File: config.mk
export PLATFORM = sky130hd
export DESIGN_NAME = draw_rect_multi
export DESIGN_NICKNAME = d
export VERILOG_FILES = /design/src/rtl/draw_rect_multi.sv
export SDC_FILE = /design/constraint.sdc
export NUM_CORES = 1
export LEC_CHECK = 0
export CORE_MARGIN = 2
export CORE_UTILIZATION = 32
export DETAILED_ROUTE_END_ITERATION = 8
export HOLD_SLACK_MARGIN = 0.02
export SLEW_MARGIN = 25
export SYNTH_ARGS = -nofsm -noshare
export SYNTH_HDL_FRONTEND = slang
export SYNTH_SLANG_ARGS = --single-unit
File: constraint.sdc
create_clock -name clk -period 6.8 [get_ports clk]
set_input_delay 1.36 -clock clk [delete_from_list [all_inputs] [get_ports clk]]
set_output_delay 1.36 -clock clk [all_outputs]
set_load 0.05 [all_outputs]
File: src/rtl/draw_rect_multi.sv
// draw_rect_multi: overlays up to NUM_RECT solid rectangles on the VGA pixel stream.
// Rectangle settings are copied into shadow registers at each frame start, so objects
// move without tearing. The stage has two register stages: hit test, then priority select.
module draw_rect_multi #(
  parameter int NUM_RECT     = 4,
  parameter int XW           = 12,
  parameter int BLINK_PERIOD = 30
) (
  input  logic                   clk,
  input  logic                   rst,
  input  logic [NUM_RECT-1:0]    enable,
  input  logic [NUM_RECT-1:0]    blink,
  input  logic [NUM_RECT*XW-1:0] xpos,
  input  logic [NUM_RECT*XW-1:0] ypos,
  input  logic [NUM_RECT*XW-1:0] rect_w,
  input  logic [NUM_RECT*XW-1:0] rect_h,
  input  logic [NUM_RECT*12-1:0] rect_color,
  input  logic [10:0]            hcount_in,
  input  logic [10:0]            vcount_in,
  input  logic                   hsync_in,
  input  logic                   hblnk_in,
  input  logic                   vsync_in,
  input  logic                   vblnk_in,
  input  logic [11:0]            rgb_in,
  output logic [10:0]            hcount_out,
  output logic [10:0]            vcount_out,
  output logic                   hsync_out,
  output logic                   hblnk_out,
  output logic                   vsync_out,
  output logic                   vblnk_out,
  output logic [11:0]            rgb_out,
  output logic                   hit_valid,
  output logic [2:0]             hit_id,
  output logic                   frame_tick
);

  // Edge arithmetic is one bit wider than the fields, so x+w never wraps.
  localparam int CW = (XW >= 11) ? XW + 1 : 12;
  localparam int FW = (BLINK_PERIOD > 1) ? $clog2(BLINK_PERIOD) : 1;

  generate
    if (NUM_RECT < 1 || NUM_RECT > 8) begin : g_bad_num_rect
      $error("draw_rect_multi: NUM_RECT must be in 1..8 (hit_id is 3 bits)");
    end
    if (BLINK_PERIOD < 1) begin : g_bad_blink_period
      $error("draw_rect_multi: BLINK_PERIOD must be at least 1");
    end
  endgenerate

  logic frame_start;
  assign frame_start = (hcount_in == 11'd0) && (vcount_in == 11'd0);

  // ---------------------------------------------------------------- blink timing
  logic [FW-1:0] frame_cnt_reg, frame_cnt_next;
  logic          blink_phase_reg, blink_phase_next;

  // Next frame count / blink phase; the new phase applies from the frame-start pixel.
  always_comb begin
    frame_cnt_next   = frame_cnt_reg;
    blink_phase_next = blink_phase_reg;
    if (frame_start) begin
      if (frame_cnt_reg == FW'(BLINK_PERIOD - 1)) begin
        frame_cnt_next   = '0;
        blink_phase_next = !blink_phase_reg;
      end else begin
        frame_cnt_next = frame_cnt_reg + 1'b1;
      end
    end
  end

  // Frame counter and blink phase registers.
  always_ff @(posedge clk) begin
    if (!rst) begin
      frame_cnt_reg   <= '0;
      blink_phase_reg <= 1'b0;
    end else begin
      frame_cnt_reg   <= frame_cnt_next;
      blink_phase_reg <= blink_phase_next;
    end
  end

  // ------------------------------------------------------- per-rectangle hit test
  logic [NUM_RECT-1:0] hit_next;
  logic [11:0]         color_next [NUM_RECT];

  genvar gi;
  generate
    for (gi = 0; gi < NUM_RECT; gi++) begin : g_rect
      logic          enable_reg, blink_reg;
      logic [XW-1:0] x_reg, y_reg, w_reg, h_reg;
      logic [11:0]   color_reg;

      logic          enable_eff, blink_eff;
      logic [XW-1:0] x_eff, y_eff, w_eff, h_eff;
      logic [11:0]   color_eff;
      logic [CW-1:0] x_last, y_last;
      logic          in_x, in_y, visible;

      // On the frame-start pixel the ports are used directly, so new values
      // take effect on that very pixel.
      assign enable_eff = frame_start ? enable[gi]            : enable_reg;
      assign blink_eff  = frame_start ? blink[gi]             : blink_reg;
      assign x_eff      = frame_start ? xpos[gi*XW +: XW]     : x_reg;
      assign y_eff      = frame_start ? ypos[gi*XW +: XW]     : y_reg;
      assign w_eff      = frame_start ? rect_w[gi*XW +: XW]   : w_reg;
      assign h_eff      = frame_start ? rect_h[gi*XW +: XW]   : h_reg;
      assign color_eff  = frame_start ? rect_color[gi*12 +: 12] : color_reg;

      // Last covered column/row; only meaningful when w/h are non-zero.
      assign x_last = CW'(x_eff) + CW'(w_eff) - CW'(1);
      assign y_last = CW'(y_eff) + CW'(h_eff) - CW'(1);
      assign in_x   = (CW'(hcount_in) >= CW'(x_eff)) && (CW'(hcount_in) <= x_last);
      assign in_y   = (CW'(vcount_in) >= CW'(y_eff)) && (CW'(vcount_in) <= y_last);

      assign visible = enable_eff && !(blink_eff && blink_phase_next) &&
                       (w_eff != '0) && (h_eff != '0);
      // Nothing is drawn during blanking.
      assign hit_next[gi]   = visible && in_x && in_y && !hblnk_in && !vblnk_in;
      assign color_next[gi] = color_eff;

      // Shadow copy of this rectangle's controls, loaded once per frame.
      always_ff @(posedge clk) begin
        if (!rst) begin
          enable_reg <= 1'b0;
          blink_reg  <= 1'b0;
          x_reg      <= '0;
          y_reg      <= '0;
          w_reg      <= '0;
          h_reg      <= '0;
          color_reg  <= '0;
        end else if (frame_start) begin
          enable_reg <= enable[gi];
          blink_reg  <= blink[gi];
          x_reg      <= xpos[gi*XW +: XW];
          y_reg      <= ypos[gi*XW +: XW];
          w_reg      <= rect_w[gi*XW +: XW];
          h_reg      <= rect_h[gi*XW +: XW];
          color_reg  <= rect_color[gi*12 +: 12];
        end
      end
    end
  endgenerate

  // ------------------------------------------------------------------- stage 1
  logic [10:0]         hcount_s1_reg, vcount_s1_reg;
  logic                hsync_s1_reg, hblnk_s1_reg, vsync_s1_reg, vblnk_s1_reg;
  logic [11:0]         rgb_s1_reg;
  logic                tick_s1_reg;
  logic [NUM_RECT-1:0] hit_s1_reg;
  logic [11:0]         color_s1_reg [NUM_RECT];

  // Stage 1: register hit vector, colours in force for this pixel, and timing.
  always_ff @(posedge clk) begin
    if (!rst) begin
      hcount_s1_reg <= '0;
      vcount_s1_reg <= '0;
      hsync_s1_reg  <= 1'b0;
      hblnk_s1_reg  <= 1'b0;
      vsync_s1_reg  <= 1'b0;
      vblnk_s1_reg  <= 1'b0;
      rgb_s1_reg    <= '0;
      tick_s1_reg   <= 1'b0;
      hit_s1_reg    <= '0;
      for (int i = 0; i < NUM_RECT; i++) color_s1_reg[i] <= '0;
    end else begin
      hcount_s1_reg <= hcount_in;
      vcount_s1_reg <= vcount_in;
      hsync_s1_reg  <= hsync_in;
      hblnk_s1_reg  <= hblnk_in;
      vsync_s1_reg  <= vsync_in;
      vblnk_s1_reg  <= vblnk_in;
      rgb_s1_reg    <= rgb_in;
      tick_s1_reg   <= frame_start;
      hit_s1_reg    <= hit_next;
      for (int i = 0; i < NUM_RECT; i++) color_s1_reg[i] <= color_next[i];
    end
  end

  // ------------------------------------------------------------------- stage 2
  logic        sel_valid;
  logic [2:0]  sel_id;
  logic [11:0] sel_rgb;

  // Priority select: scanning downward leaves the lowest hit index in force.
  always_comb begin
    sel_valid = 1'b0;
    sel_id    = 3'd0;
    sel_rgb   = rgb_s1_reg;
    for (int i = NUM_RECT - 1; i >= 0; i--) begin
      if (hit_s1_reg[i]) begin
        sel_valid = 1'b1;
        sel_id    = 3'(i);
        sel_rgb   = color_s1_reg[i];
      end
    end
  end

  logic [10:0] hcount_s2_reg, vcount_s2_reg;
  logic        hsync_s2_reg, hblnk_s2_reg, vsync_s2_reg, vblnk_s2_reg;
  logic [11:0] rgb_s2_reg;
  logic        hit_valid_s2_reg, tick_s2_reg;
  logic [2:0]  hit_id_s2_reg;

  // Stage 2: output registers.
  always_ff @(posedge clk) begin
    if (!rst) begin
      hcount_s2_reg    <= '0;
      vcount_s2_reg    <= '0;
      hsync_s2_reg     <= 1'b0;
      hblnk_s2_reg     <= 1'b0;
      vsync_s2_reg     <= 1'b0;
      vblnk_s2_reg     <= 1'b0;
      rgb_s2_reg       <= '0;
      hit_valid_s2_reg <= 1'b0;
      hit_id_s2_reg    <= '0;
      tick_s2_reg      <= 1'b0;
    end else begin
      hcount_s2_reg    <= hcount_s1_reg;
      vcount_s2_reg    <= vcount_s1_reg;
      hsync_s2_reg     <= hsync_s1_reg;
      hblnk_s2_reg     <= hblnk_s1_reg;
      vsync_s2_reg     <= vsync_s1_reg;
      vblnk_s2_reg     <= vblnk_s1_reg;
      rgb_s2_reg       <= sel_rgb;
      hit_valid_s2_reg <= sel_valid;
      hit_id_s2_reg    <= sel_id;
      tick_s2_reg      <= tick_s1_reg;
    end
  end

  assign hcount_out = hcount_s2_reg;
  assign vcount_out = vcount_s2_reg;
  assign hsync_out  = hsync_s2_reg;
  assign hblnk_out  = hblnk_s2_reg;
  assign vsync_out  = vsync_s2_reg;
  assign vblnk_out  = vblnk_s2_reg;
  assign rgb_out    = rgb_s2_reg;
  assign hit_valid  = hit_valid_s2_reg;
  assign hit_id     = hit_id_s2_reg;
  assign frame_tick = tick_s2_reg;

endmodule

-- Yosys cells after proc, flatten, opt, wreduce, memory -nomap -nowiden
Memory sizes are Yosys's and may differ from the RTL's.
Index checks and enable logic that the tools add are counted.
- $add $sub $neg: 17
- order comparisons: 16
- eq/ne operators: 1
- muxes and demuxes: 48
- bitwise operators: 5
- reductions and logical operators: 61
- operators with widths (operator ; count):
    $mux W12 ; 28
    $add A12 B12 Y13 ; 8
    $le A11 B13 Y1 ; 8
    $sub A13 B1 Y13 const B ; 8
    $ge A11 B12 Y1 ; 8
    $reduce_bool A12 Y1 ; 8
    $logic_and A1 B1 Y1 ; 41
    $logic_not A11 Y1 ; 2
    $mux W1 ; 17
    $logic_not A1 Y1 ; 7
    $add A5 B1 Y5 const B ; 1
    $eq A5 B5 Y1 const B ; 1
    $mux W5 ; 1
    $mux W2 ; 2
    $or A1 B1 Y1 ; 4
    $reduce_or A4 Y1 ; 1
    $reduce_or A3 Y1 ; 1
    $reduce_or A2 Y1 ; 1
    $not A1 Y1 ; 1
- flip-flop bits (word level): 340
- memory bits (writable): 48
- input bits: 288
- output and inout port bits: 43
- word-level logic and storage cells: 200
- memories: 1
- memory list (name ; depth ; bits a word ; read ports ; clocked after Yosys merged registers in ; write ports ; line ; RTL):
    color_s1_reg ; 4 ; 12 ; 4 ; 0 ; 4 ; 150 ; logic [11:0] color_s1_reg [NUM_RECT];

-- Logic depth before layout (Yosys ltp)
Gate-level depths: netlist (run 1).
- word-level depth: 12
- depth in mapped cells: 29
- depth with buffers taken out: 24

-- Least setup slack after synthesis (run 1)
Ideal clock, no wire load.
- path kind: input to register
- from: input port vcount_in[8]
- to: register hit_s1_reg[1]
- library setup time: 127 ps
- arrival: 5969 ps
- required time: 6673 ps
- slack: 703 ps
- stages on the path: 26
- path buffers: 4
- cell sequence: nor4_1 nand4_1 or2_1 buf_6 buf_8 buf_6 buf_2 mux2i_1 ha_1 inv_1 ha_1 a21o_1 a21oi_1 o21ai_0 o41ai_1 nor2b_1 o21ai_0 nand2b_1 xnor2_1 ha_1 o211ai_1 a31o_2 a211o_1 nor3_1 a211o_1 a211oi_2
- longest elaborated chain between the ends: 12
- elaborated cells on any way between the ends: 30
- those cells by class: 4 x add/sub; 4 x order compare; 7 x mux; 15 x reduce/logical
- ends and longest elaborated chain (what ; line ; RTL):
    from (decl) ; 19 ; input logic [10:0] vcount_in,
    branches (longest 9 deep; another with $add A12 B12 Y13) ; n/a ;
    $logic_and A1 B1 Y1 (*) (3 in series) ; 118 ; assign hit_next[gi] = visible && in_x && in_y && !hblnk_in && !vblnk_in;
    to (signal assigned) ; 174 ; hit_s1_reg <= hit_next;
    to (decl) ; 149 ; logic [NUM_RECT-1:0] hit_s1_reg;
Mark *: on every way between the ends.
A chain may end at the register's enable or synchronous reset.

-- Worst setup path after layout (run 1)
- from: input port vcount_in[8]
- to: register hit_s1_reg[0]
The elaborated chain is that of the path after synthesis.

==> metrics.txt, run 1 <==
sw power=1.18 mW; number of setup buffers added after CTS=0; FF-to-FF setup slack=2.70 ns; port bufs=329; cell count of the worst reg-to-reg path=21; #FFs+latches synth=339; Die Height=268 um; Setup crit end kind=flop; asr flop ratio synth=0%; Crit Path Category=in -> reg; Post-synth EDFFs=0; number of gates resized after cts=0; Setup TNS=0 ns; Worst VDD drop=141 uV; sequential power share=39.4%; CTS sink count=339; ys flop type=dfxtp_1; drt initial violations=871; cts hold-fix bufs=0; Slew Viols, Final=0; gr busiest metal=met2; Die W=268 um; Reg clk slew, reported paths=0.06 ns; Clk network pwr share=51.0%; most used cell along the critical path=buf_4; GRT Residual Overflow=0; Hold Crit Endpoint=vcount_out[6]$_SDFF_PN0_; register area share after synthesis=30.4%; largest family of logic cells by synthesized area=adder cells; core outline area=68,800 um2; RSZ-0062 raised after global routing=false; CP max FO=24; initial antenna violation count=10; share of layout cells above drive strength 1=9.08%; H-Tree Depth=2; Setup Skew=0.0259 ns; GP Congestion=0.831; mux share of post-synthesis cell area=9.03%; maxcap violations=0; Pint=3.92 mW; Slew @ Worst Pin=0.892 ns; Net Count, Synth=3,143; Synth Area in Adders=20.1%; CP Launch Type=input port; wirelength, routed=70,900 um; drt via density=4.80; Highest Clock Rate=0.162 GHz; top cells by area, synth=dfxtp_1 30%, ha_1 19%, mux2i_1 8.9%; final setup fails=0; Post-Synth Simple-Gate Area=19.2%; Top delay family on crit path=compound AO/OA/AOI/OAI gates; Net Sw Frac=23.2%; clock buffer depth=3; reg2reg start=g_rect[1].w_reg[2]$_SDFF_PN0_; HP Class=reg -> reg; DP Area=27,800 um2; worst path cell trace=clkdlybuf4s50_1 -> nor4_1 -> buf_4 -> nand4_1 -> or2_4 -> buf_4 -> buf_4 -> mux2i_1 -> xnor2_1 -> ha_1 -> a211oi_1 -> o21ai_0 -> a31oi_1 -> xor2_1 -> ha_1 -> a211o_1 -> or4_1 -> a31oi_1 -> a211o_1 -> o311a_1; fin crit share=90.5%; Synth Area in Compound Gates=12.2%; post-route DRC violation count=0; pwr dens=173 nW/um2; cell taking the most area after synthesis=dfxtp_1; CP Depth=20; Critical-path top delay cell=clkdlybuf4s50_1; GRT Util Overall=19.4%; Relative slew margins=40.5%; delay of the slowest cell on the worst path=0.50 ns; count of cell types in the netlist=76; post-synth top area share=30.4%; Final ANT Viol Nets=0; worst skew pair latency=0.58 ns; clock root cell=clkbuf_16; fin nets=3,611; Hold Path Origin=vcount_s1_reg[6]$_SDFF_PN0_; I/O pin cnt=331; P_leak=13.3 nW; WL/cell=18.0 um; Synth Instances=2,504; Post-synth top cells=343 x ha_1, 339 x dfxtp_1, 206 x nor2b_1, 205 x inv_1, 199 x mux2i_1; most numerous cell in the Yosys netlist=ha_1; synthesized area=22,300 um2; Final Hold Fails=0; row count=96; XOR/XNOR Fraction of Synth Area=3.77%; worst hold path depth=1; GR Util met2=32.3%; synth warn=0; Mean Syn Cell Area=8.90 um2; post-layout min period=6.16 ns; number of global-route vias before repair=18,400; Area Overhead vs Synth=32.0%; Starting Density=32.4%; met3 usage=3.59%; Arr. time, crit path=6.68 ns; met1 Use GR=25.8%; post-route cell area=29,400 um2; DP HPWL=55,100 um; largest net degree at the start of global routing=150; TritonCTS Buffers=42; status=finished clean; vias=18,900; DIE AREA=71,800 um2; drt pass-1 iters=4; first-pass GRT wire length=106,000 um; Crit path buffers/inverters=4; Reg-to-Reg End=hit_s1_reg[1]$_SDFF_PN0_; Data required, critical path=7.32 ns; CTS tree=done; Comb power frac=9.6%
## routing by layer
metal	up-vias	routed length, um
met2	403	32000
met1	8762	33500
li1	9664	-
met3	79	3750
met5	-	80
met4	12	1550
## cell type report
cell class,instances,area (um2)
fill,6901,39400
multi-input combinational,1871,14400
sequential,339,6790
timing repair buffer,513,4730
clock buffer,55,1190
tap,931,1160
inverter,205,769
clock inverter,23,430
antenna,3,7.51
## metrics by stage
step	setup slack (ns)	hold slack, ns	power (mW)	util, %	std cells
2_1_floorplan	0.703	0.412	2.23	-	2504
3_3_place_gp	0.0141	0.414	2.55	40.4	3859
3_5_place_dp	0.0845	0.417	2.55	40.4	3859
4_1_cts	0.652	0.431	5.18	42.8	3937
5_1_grt	0.196	0.447	5.29	42.8	3938
6_report	0.643	0.429	5.11	42.8	3940
## power by group through the flow
| stage | clock, mW | combinational [mW] | sequential, mW |
|---|---|---|---|
| finish | 2.60 | 0.491 | 2.01 |
| global route | 2.75 | 0.527 | 2.01 |
| floorplan | 0 | 0.140 | 2.09 |
| detailed placement | 0 | 0.493 | 2.06 |
| global placement | 0 | 0.492 | 2.06 |
| CTS | 2.67 | 0.496 | 2.01 |
## placed cells by master (no fill, tap or decap), types with 39 or more instances in the layout
master / instances
a21boi_0: 67
a21o_1: 39
a21oi_1: 112
and2_1: 79
buf_4: 180
clkbuf_16: 43
clkdlybuf4s50_1: 328
dfxtp_1: 339
ha_1: 343
inv_1: 205
mux2i_1: 199
nand2_1: 185
nor2_1: 103
nor2b_1: 206
nor3_1: 48
nor4_1: 50
o21ai_0: 71
xnor2_1: 39
xor2_1: 57
## worst max-delay path by stage
stage | end | slack (ns) | startpoint
2_1_floorplan | hit_s1_reg[1]$_SDFF_PN0_ | 0.70 | vcount_in[8]
3_3_place_gp | hit_s1_reg[1]$_SDFF_PN0_ | 0.01 | vcount_in[0]
3_5_place_dp | hit_s1_reg[1]$_SDFF_PN0_ | 0.08 | vcount_in[8]
4_1_cts | hit_s1_reg[1]$_SDFF_PN0_ | 0.65 | vcount_in[8]
5_1_grt | hit_s1_reg[1]$_SDFF_PN0_ | 0.20 | vcount_in[8]
6_report | hit_s1_reg[0]$_SDFF_PN0_ | 0.64 | vcount_in[8]
## cells by family after synthesis
group,count (synthesis)
flops,339
simple gates,806
fa+ha+maj,354
mux,200
other cells,1
buf+inv,294
compound gates,414
xor+xnor,96
No activity file was read; power rests on OpenSTA's default activity.
==> inputs of run 2 (changes only) <==
CORE_UTILIZATION = 55   (was 32)
PLACE_DENSITY = 0.81   (was not set)
==> run 2 against run 1 <==
Effect of this change: largest cell class unchanged; combinational power down 1%; maximum frequency shrank 3.6%; worst hold slack improved by 0.0032 ns; sequential power hardly changed; critical path depth decreased by 2; setup slack got worse by 0.23 ns; clock power shrank 18%; first-iteration DRC count is 39% higher; clock-buffer cell count increased by 1; via count grew 2.2%; routed wire length decreased by 6.4%; critical endpoint unchanged.
==> metrics.txt, run 2 (synthesis gave the netlist of run 1 again) <==
CP max FO=70; Final ANT Viol Nets=0; final cell count without fillers=3,419; H-Tree Depth=2; most frequent cells in the layout=343 x ha_1, 338 x dfxtp_1, 328 x clkdlybuf4s50_1; Die W=205 um; post-layout min period=6.38 ns; Final Hold Fails=0; row count=73; Crit Path Category=in -> reg; GRT Util Overall=31.0%; DP HPWL=50,200 um; CTS tree=done; Reg clk slew, reported paths=0.06 ns; Die Height=205 um; Clk network pwr share=45.9%; Data required, critical path=7.29 ns; Relative slew margins=32.2%; worst hold path depth=1; Area Overhead vs Synth=24.7%; Slew @ Worst Pin=1.01 ns; Setup TNS=0 ns; drt initial violations=1,209; RSZ-0062 raised after global routing=false; Hold Crit Endpoint=vblnk_out$_SDFF_PN0_; worst path cell trace=clkdlybuf4s50_1 -> nor4_1 -> nand2_1 -> or2_4 -> buf_4 -> buf_4 -> mux2i_1 -> ha_1 -> inv_1 -> ha_1 -> a31oi_1 -> xor2_1 -> ha_1 -> a211o_1 -> or4_1 -> a31oi_1 -> a211o_1 -> o311a_1; drt pass-1 iters=5; number of global-route vias before repair=19,400; status=finished clean; sw power=1.09 mW; Net Sw Frac=23.5%; most common cell after layout, fill and taps aside=ha_1; drt via density=5.66; Met1 Wirelength=27,700 um; fin crit share=93.9%; Critical-path top delay cell=clkdlybuf4s50_1; Reg-to-Reg End=hit_s1_reg[1]$_SDFF_PN0_; Setup Skew=0.0139 ns; GP Congestion=0.951; WL/cell=19.4 um; Starting Density=55.9%; DIE AREA=42,200 um2; initial antenna violation count=7; Worst VDD drop=155 uV; largest net degree at the start of global routing=168; Pint=3.53 mW; share of layout cells above drive strength 1=5.26%; number of setup buffers added after CTS=0; Highest Clock Rate=0.157 GHz; FF-to-FF setup slack=2.68 ns; GRT Residual Overflow=0; pwr dens=166 nW/um2; DR top layer=met5; clock buffer depth=3; met3 WL post-DR=4730 um; reg2reg start=g_rect[1].x_reg[2]$_SDFF_PN0_; P_leak=12.6 nW; Top delay family on crit path=buffers and inverters; Comb power frac=10.5%; vias=19,300; wirelength, routed=66,300 um; CTS sink count=339; sequential power share=43.6%; cell count of the worst reg-to-reg path=19; maxcap violations=0; fin nets=3,501; port bufs=329; TritonCTS Buffers=38; HP Class=reg -> reg; most used cell along the critical path=ha_1; post-route DRC violation count=0; Placed Cells=3,347; Hold Path Origin=vblnk_s1_reg$_SDFF_PN0_; CP Launch Type=input port; clock root cell=clkbuf_16; core outline area=39,900 um2; Crit path buffers/inverters=4; worst skew pair latency=0.56 ns; met2 wire len=30,900 um; Arr. time, crit path=6.88 ns; I/O pin cnt=331; Fillers=3,091; first-pass GRT wire length=102,000 um; final setup fails=0; Setup crit end kind=flop; Slew Viols, Final=0; delay of the slowest cell on the worst path=0.77 ns
[run 2: changes by cell type in the layout (fill, tap and decap cells not counted), moves of 2 or more]
cell	delta
clkinv_8	-2
buf_4	-108
buf_12	+2
clkbuf_1	+7
clkinvlp_4	+2
clkbuf_16	-4
clkbuf_8	-3
clkinv_4	-3
bufinv_16	-7
[run 2: worst max-delay path by stage]
stage,to,start,cells past startpoint
CTS,hit_s1_reg[1]$_SDFF_PN0_,vcount_in[5],25
global placement,hit_s1_reg[1]$_SDFF_PN0_,vcount_in[5],25
floorplan,hit_s1_reg[1]$_SDFF_PN0_,vcount_in[8],26
detailed placement,hit_s1_reg[1]$_SDFF_PN0_,vcount_in[5],25
global route,hit_s1_reg[1]$_SDFF_PN0_,vcount_in[5],26
finish,hit_s1_reg[0]$_SDFF_PN0_,vcount_in[1],18
[run 2: timing repair]
item / in CTS / in global routing
hold buffers: 0 / 0
endpoints found under the setup margin: 0 / 3
resized for setup: 0 / 1
[run 2: cell type report]
cell class | instances | area [um2] | share of cell area [%]
Inverter | 205 | 769 | 2.77
Sequential cell | 339 | 6790 | 24.4
Clock inverter | 13 | 176 | 0.635
Antenna cell | 3 | 7.51 | 0.0270
Timing Repair Buffer | 407 | 3960 | 14.2
Multi-Input combinational cell | 1871 | 14400 | 51.6
Clock buffer | 56 | 1090 | 3.92
Tap cell | 525 | 657 | 2.36
[run 2: stage by stage]
stage               instance area, um2  util [%]  worst slack [ns]  total power, mW  hold slack [ns]
floorplan                        22300         -             0.703             2.23            0.412
global placement                 26500      66.4            -0.591             2.52            0.416
detailed placement               26500      66.4            -0.283             2.53            0.417
CTS                              27800      69.6             0.274             4.64            0.430
global route                     27800      69.6             0.111             4.76            0.444
finish                           27800      69.7             0.415             4.62            0.432
[run 2: routing by layer]
metal  vias up  global-route usage, %
met5         -                      0
met3       176                   6.48
met1      9100                   37.1
met2       613                   53.1
met4         8                   14.3
li1       9448                      -
[run 2: worst register-to-register path, stage by stage (launching register included)]
cell	delay (ns)
dfxtp_1	0.31
mux2i_1	0.25
ha_1	0.31
inv_1	0.07
ha_1	0.23
a21o_1	0.19
a21oi_1	0.21
o21ai_0	0.18
o41ai_1	0.40
nor2b_1	0.09
o21ai_0	0.16
nand2b_1	0.08
xnor2_1	0.13
ha_1	0.32
o211ai_1	0.10
a31o_2	0.21
a211o_1	0.29
nor3_1	0.26
a211o_1	0.16
a211oi_2	0.04
[run 2: power by group through the flow]
stage               combinational (mW)  sequential [mW]  clock [mW]
finish                           0.484             2.01        2.12
global route                     0.514             2.01        2.23
CTS                              0.480             2.01        2.15
detailed placement               0.475             2.06           0
global placement                 0.468             2.06           0
floorplan                        0.140             2.09           0
